### config.mk
export PLATFORM = sky130hd
export DESIGN_NAME = frac_shift_mult
export DESIGN_NICKNAME = d
export VERILOG_FILES = /design/src/rtl/frac_shift_mult.sv
export SDC_FILE = /design/constraint.sdc
export NUM_CORES = 1
export LEC_CHECK = 0
export CORE_MARGIN = 3
export CORE_UTILIZATION = 48
export CTS_CLUSTER_SIZE = 24
export DETAILED_ROUTE_END_ITERATION = 12
export PLACE_DENSITY = 0.82
export RECOVER_POWER = 50
export SLEW_MARGIN = 20
export SYNTH_ARGS = -nofsm -noshare
export SYNTH_HDL_FRONTEND = slang
export SYNTH_SLANG_ARGS = --single-unit
### constraint.sdc
create_clock -name clk -period 2.15 [get_ports clk]
set_input_delay 0.43 -clock clk [delete_from_list [all_inputs] [get_ports clk]]
set_output_delay 0.43 -clock clk [all_outputs]
set_load 0.05 [all_outputs]
### src/rtl/frac_shift_mult.sv
// frac_shift_mult
// Sequential fractional multiplier: result = sum over i=0..7 of
// floor(A / 2^i) * B[7-i]. A is an 8-bit unsigned operand and B is an
// unsigned Q1.7 coefficient. One term is processed per cycle. The right
// shift is done by an external 8-bit logical shifter. This block drives
// the shifter's operand and shift amount and accumulates the result it
// returns in the same cycle.
//
// Ports:
//   clk        clock, rising edge
//   rst        synchronous, active-high reset
//   start      request; sampled only in IDLE or DONE
//   a_in       operand A, captured on the accepting edge
//   b_in       Q1.7 coefficient B, captured on the accepting edge
//   shift_a    registered copy of A, to the shifter
//   shift_i    current shift amount 0..7, to the shifter
//   shift_res  shifter result (shift_a >> shift_i), combinational
//   busy       high while accumulating (8 cycles)
//   done       one-cycle completion pulse
//   result     9-bit product, held until the next operation completes

module frac_shift_mult (
    input  logic       clk,
    input  logic       rst,
    input  logic       start,
    input  logic [7:0] a_in,
    input  logic [7:0] b_in,
    output logic [7:0] shift_a,
    output logic [2:0] shift_i,
    input  logic [7:0] shift_res,
    output logic       busy,
    output logic       done,
    output logic [8:0] result
);

    localparam logic [1:0] ST_IDLE = 2'd0;
    localparam logic [1:0] ST_RUN  = 2'd1;
    localparam logic [1:0] ST_DONE = 2'd2;

    logic [1:0] state_q,   state_d;
    logic [7:0] shift_a_q, shift_a_d;
    logic [2:0] shift_i_q, shift_i_d;
    logic [7:0] b_q,       b_d;
    logic [8:0] acc_q,     acc_d;
    logic [8:0] result_q,  result_d;

    // Coefficient bit weighting the current term: shift amount i pairs with
    // B[7-i], so the MSB (weight 1) uses the unshifted operand.
    logic       coef_bit;
    logic [8:0] acc_plus;

    assign coef_bit = b_q[3'd7 - shift_i_q];
    // Cannot overflow: the largest possible sum is 502.
    assign acc_plus = acc_q + {1'b0, shift_res};

    always_comb begin
        // NOTE: every variable gets a default before the case statement so
        // that no path leaves it unassigned, which would infer a latch.
        state_d   = state_q;
        shift_a_d = shift_a_q;
        shift_i_d = shift_i_q;
        b_d       = b_q;
        acc_d     = acc_q;
        result_d  = result_q;

        case (state_q)
            ST_IDLE, ST_DONE: begin
                if (start) begin
                    shift_a_d = a_in;
                    b_d       = b_in;
                    shift_i_d = 3'd0;
                    acc_d     = 9'd0;
                    state_d   = ST_RUN;
                end else begin
                    state_d   = ST_IDLE;
                end
            end
            ST_RUN: begin
                if (coef_bit) begin
                    acc_d = acc_plus;
                end
                if (shift_i_q == 3'd7) begin
                    // The last term is included, so publish acc_d and not acc_q.
                    result_d  = acc_d;
                    shift_i_d = 3'd0;
                    state_d   = ST_DONE;
                end else begin
                    shift_i_d = shift_i_q + 3'd1;
                end
            end
            default: begin
                state_d = ST_IDLE;
            end
        endcase
    end

    always_ff @(posedge clk) begin
        // NOTE: state registers use non-blocking assignments so that every
        // register samples the values from before the edge.
        if (rst) begin
            state_q   <= ST_IDLE;
            shift_a_q <= 8'd0;
            shift_i_q <= 3'd0;
            b_q       <= 8'd0;
            acc_q     <= 9'd0;
            result_q  <= 9'd0;
        end else begin
            state_q   <= state_d;
            shift_a_q <= shift_a_d;
            shift_i_q <= shift_i_d;
            b_q       <= b_d;
            acc_q     <= acc_d;
            result_q  <= result_d;
        end
    end

    assign shift_a = shift_a_q;
    assign shift_i = shift_i_q;
    assign busy    = (state_q == ST_RUN);
    assign done    = (state_q == ST_DONE);
    assign result  = result_q;

endmodule
==> results of run 1 <==
[worst min-delay path: stages (launching register included)]
cell     delay, ns
dfxtp_1       0.31
nand2_1       0.05
a21oi_1       0.05
[cell families after synthesis]
kind of cell,synth area share [%]
simple gates,17.2
buf+inv,3.53
flops,40.8
compound gates,22.1
fa+ha+maj,7.58
mux,5.62
xor+xnor,3.20
[synthesized netlist by cell type]
cell type / n / area [sq um]
dfxtp_1: 39 / 781
nand2_1: 37 / 139
a21oi_1: 24 / 120
nor2_1: 14 / 52.6
ha_1: 10 / 125
a22o_1: 8 / 70.1
clkbuf_1: 6 / 22.5
xnor2_1: 5 / 43.8
a211oi_1: 4 / 30.0
a211oi_2: 4 / 50.1
a21o_1: 4 / 30.0
mux2i_1: 4 / 40.0
nand2b_1: 4 / 25.0
and3_1: 3 / 18.8
nand3_1: 3 / 15.0
nor2b_1: 3 / 18.8
nor3_1: 3 / 15.0
buf_1: 2 / 7.51
buf_6: 2 / 22.5
inv_1: 2 / 7.51
mux4_2: 2 / 45.0
nand3b_1: 2 / 15.0
o211ai_1: 2 / 15.0
o21a_1: 2 / 15.0
o21ai_0: 2 / 10.0
o41ai_1: 2 / 17.5
xor2_1: 2 / 17.5
a211o_1: 1 / 8.76
a21o_2: 1 / 8.76
a21oi_4: 1 / 16.3
a31oi_1: 1 / 6.26
a41oi_1: 1 / 8.76
and2_1: 1 / 6.26
and3b_1: 1 / 8.76
buf_4: 1 / 7.51
fa_1: 1 / 20.0
mux2i_4: 1 / 22.5
nor3_2: 1 / 10.0
o21bai_1: 1 / 7.51
o31a_1: 1 / 8.76
or3_1: 1 / 6.26
[routing by layer]
metal,track usage [%],vias to the layer above,routed length (um)
met3,6.96,6,280
met5,0,-,0
met1,22.8,779,1880
li1,-,873,-
met2,30.9,52,2030
met4,4.99,0,48
[sequential cells by signal, summed over array words and instances (netlist names)]
register,cells
result,9
b_q,8
state_q,2
shift_i,3
acc_q,9
shift_a,8
[where the power goes]
part	leakage (nW)	internal (W)	switching, W	total, W
Clock	0.0612	0.000375	0.000251	0.000626
Combinational	0.721	0.000132	0.000158	0.000291
Sequential	0.317	0.000747	0.0000156	0.000763
[path summary, 6_finish.rpt]
check | slack, ns | end | from | cells past startpoint
setup reg to reg | 0.17 | acc_q[6]$_SDFFE_PP0P_ | shift_i[1]$_SDFFE_PP0P_ | 6
setup / recovery | 0.13 | shift_i[1] | shift_i[1]$_SDFFE_PP0P_ | 1
hold reg to reg | 0.46 | b_q[6]$_SDFFE_PP0P_ | b_q[6]$_SDFFE_PP0P_ | 2
hold / removal | 0.46 | b_q[6]$_SDFFE_PP0P_ | b_q[6]$_SDFFE_PP0P_ | 2
[through the flow]
stage | instance area (sq um) | hold slack (ns) | total power [W] | setup slack (ns) | util, %
after floorplan | 1920 | 0.433 | 0.000951 | 0.0727 | -
after detailed placement | 2550 | 0.446 | 0.00108 | -0.240 | 68.2
after global placement | 2550 | 0.441 | 0.00107 | -0.155 | 68.2
after CTS | 2670 | 0.457 | 0.00170 | 0.0625 | 71.4
final | 2660 | 0.456 | 0.00168 | 0.134 | 71.1
after global routing | 2660 | 0.478 | 0.00176 | 0.0124 | 71.1
[cell type report]
class | instances | area (sq um)
tap | 48 | 60.1
sequential | 39 | 781
fill | 324 | 1080
multi-input combinational | 157 | 1090
clock buffer | 6 | 82.6
clock inverter | 2 | 35.0
timing repair buffer | 68 | 608
inverter | 2 | 7.51
==> impl_metrics.toml, run 1 <==
[status]
status = "completed"

[sta]
slew_viol_final = 0
rsz0062_at_grt = "false"
max_freq_mhz = 496
fin_crit_ns = 2.02
max-slew-margin-rel_pct = 59.0
finalHoldViolCount = 0
worst_pin_slew_ns = 0.618
skew_ns = 0.00756
tns_ns = 0
fin_crit_sh_pct = 93.8
finalSetupViolCount = 0

[floorplan]
ios = 49
dieArea_sq_um = 4780
die_y_um = 69.2
rows = 22
start_util_pct = 51.2
fp.coreArea_sq_um = 3740
die_w_um = 69.2

[global_routing]
grt_max_degree = 21
grt_pass1_wl_um = 7400
overflow = 0
antenna_found_initial = 0
track_usage_pct = 18.7
grt_pass1_vias = 1654

[worst_setup_path]
path_cells = "clkdlybuf4s50_1"
required_ns = 1.72
critPathLaunchType = "flip-flop"
cpPeakStageDelay_ns = 0.85
crit_family = "buffers and inverters"
arrival_ns = 1.59
cp_slowest_cell = "clkdlybuf4s50_1"
worstPathMaxFanout = 5
path_buf_inv = 1
path_class = "reg -> out"
crit_path_end_kind = "primary output"

[finish]
final_cell_mix = "clkdlybuf4s50_1 (43), dfxtp_1 (39), nand2_1 (37)"
antenna_cells = 0
drive_gt1_share_pct = 15.0
layout.nets = 311
fin_cells = 322
final_common_cell = "clkdlybuf4s50_1"
area_growth_pct = 38.9

[drt]
via_per_inst = 5.31
ant_nets = 0
drc = 0
wl_per_cell_um = 13.2
vias = 1710
drt-initial-drc-count = 56
dr.pass1.iters = 4
routed_wl_um = 4240

[placed_design]
dpl.cell_count = 314
port_buffers = 48
dp_hpwl_um = 3170
globalplace.congestion = 0.760

[synth]
ys_seq_elements = 39
ys_types = 41
synthCells = 209
syn_area_per_cell_sq_um = 9.17
syn-num-nets = 247
yosys_warnings = 0
synth_area_sq_um = 1920
synth_seq_area_share_pct = 40.8

[clocking]
htreeDepth = 2
clkSinkCount = 39
numCtsBuffers = 5
cts_tree = "built"
clkTransAtPathRegs_ns = 0.07
cts.repair.resized = 0
max-clock-path-buffers = 2
cts_setup_buffers = 0
cts_root_buffer = "clkbuf_8"
clkLatencyLatePin_ns = 0.29
cts_hold_buffers = 0

[pwr]
ir_drop_v = 0.000500
p_leak_nw = 1.10
power_density_nw_per_um2 = 631

[hold_path]
holdCritPathClass = "reg -> reg"

[run]
cap_viol_max_count = 0
(Power assumes the default switching activity.)
==> run 2: changes to the inputs <==
- CORE_UTILIZATION: 48 -> 55
- DONT_BUFFER_PORTS: not set -> 1
- PLACE_DENSITY: 0.82 -> 0.73
==> impl_metrics.toml, run 2 (synthesis results as in run 1) <==
[status]
status = "completed"

[sta]
worst_pin_slew_ns = 0.583
fin_crit_ns = 1.96
max_freq_mhz = 510
finalHoldViolCount = 0
max-slew-margin-rel_pct = 61.2
skew_ns = 0.00556
finalSetupViolCount = 0
tns_ns = 0
rsz0062_at_grt = "false"
slew_viol_final = 0
fin_crit_sh_pct = 91.2

[hold_path]
worstHoldStart = "rst"
hold_end = "result[4]$_SDFFE_PP0P_"
whs_path_depth = 1
holdCritPathClass = "in -> reg"

[clocking]
clkTransAtPathRegs_ns = 0.11
cts_setup_buffers = 0
cts_tree = "built"
htreeDepth = 2
numCtsBuffers = 5
cts_root_buffer = "clkbuf_4"
clkLatencyLatePin_ns = 0.35
clkSinkCount = 39
max-clock-path-buffers = 2

[worst_setup_path]
regToRegEndpoint = "result[7]$_SDFFE_PP0P_"
startpoint = "acc_q[1]$_SDFFE_PP0P_"
r2r_slack_ns = 0.19
worstPathMaxFanout = 4
crit_path_end_kind = "flip-flop"
critPathLaunchType = "flip-flop"
arrival_ns = 2.21
required_ns = 2.40
r2r_cells = 6
reg2reg_from = "acc_q[1]$_SDFFE_PP0P_"
path_class = "reg -> reg"

[floorplan]
die_w_um = 65.0
fp.coreArea_sq_um = 3180
die_y_um = 65.0
ios = 49
rows = 20
start_util_pct = 60.3
dieArea_sq_um = 4230

[pwr]
power_density_nw_per_um2 = 647
pwr-share-seq_pct = 60.1
p_switching_w = 0.000383
power.internal_w = 0.000940
p_comb_share_pct = 12.7
ir_drop_v = 0.000422
p_sw_share_pct = 28.9
p_clk_share_pct = 27.1
p_leak_nw = 0.846

[finish]
layout.nets = 252
final_cell_mix = "dfxtp_1 (39), nand2_1 (37), a21oi_1 (24)"
antenna_cells = 0
final_common_cell = "dfxtp_1"
drive_gt1_share_pct = 11.6
nFillCells = 294
finish.instance_area_sq_um = 2040
area_growth_pct = 6.73

[drt]
drt-initial-drc-count = 89
vias = 1497
dr.pass1.iters = 4
routed_wl_um = 4060
via_per_inst = 5.78
wl_per_cell_um = 15.7
drc = 0
ant_nets = 0

[global_routing]
antenna_found_initial = 0
grt_pass1_vias = 1462
grt_max_degree = 32
track_usage_pct = 21.0
grt_pass1_wl_um = 6890
overflow = 0

[placed_design]
dp_hpwl_um = 3000
port_buffers = 0
globalplace.congestion = 0.849
place_area_sq_um = 1990

[run]
cap_viol_max_count = 0
## run 2: changes by cell type in the layout (fill, tap and decap cells not counted), sizes merged
cell / before / now
dlygate4sd3: 3 / 0
buf: 16 / 8
clkdlybuf4s50: 43 / 0
clkbuf: 12 / 8
bufinv: 1 / 0
## run 2: how the worst max path moves through the flow
stage	end	slack [ns]
final	result[7]$_SDFFE_PP0P_	0.19
after global routing	acc_q[7]$_SDFFE_PP0P_	0.03
after global placement	acc_q[7]$_SDFFE_PP0P_	0.23
after floorplan	result[8]$_SDFFE_PP0P_	0.07
after detailed placement	result[6]$_SDFFE_PP0P_	0.06
after CTS	result[6]$_SDFFE_PP0P_	0.16
## run 2: worst max-delay path: stages, from the launching register on
cell      delay (ns)
dfxtp_1         0.43
ha_1            0.27
a211oi_1        0.29
nor3_1          0.11
a211oi_1        0.43
mux2i_1         0.28
nor2_1          0.07
## run 2: cell type report
cell class	count	area, sq um	area share (%)
Sequential cell	39	781	38.2
Timing Repair Buffer	9	76.3	3.73
Inverter	2	7.51	0.367
Clock inverter	1	5.00	0.245
Tap cell	44	55.1	2.69
Clock buffer	7	45.0	2.20
Multi-Input combinational cell	157	1070	52.6
## run 2: power groups by stage
stage | clock network, W | registers, W | logic [W]
after global routing | 0.000409 | 0.000800 | 0.000189
after CTS | 0.000373 | 0.000796 | 0.000170
after floorplan | 0 | 0.000816 | 0.000134
after global placement | 0 | 0.000811 | 0.000163
after detailed placement | 0 | 0.000813 | 0.000169
final | 0.000359 | 0.000796 | 0.000168
## run 2: stage by stage
step                power [W]  instances  hold slack (ns)  util [%]  setup WS (ns)
finish                0.00132        259            0.135      64.3          0.189
floorplan            0.000951        209            0.433         -         0.0727
global placement     0.000974        251            0.433      62.6          0.233
detailed placement   0.000982        251            0.443      62.6         0.0621
global route          0.00140        259           0.0952      64.3         0.0348
CTS                   0.00134        259            0.115      64.2          0.156
## run 2: repair_timing
item | 4_1_cts | 5_1_grt
gates resized for setup | 0 | 1
hold buffers | 0 | 0
setup endpoints to repair | 0 | 1
endpoints found under the hold margin | 0 | 0
## run 2: routing by layer
metal | track usage (%) | wire length [um]
met4 | 7.77 | 80
met2 | 33.6 | 1960
met1 | 26.6 | 1800
met5 | 0 | 0
met3 | 6.59 | 213
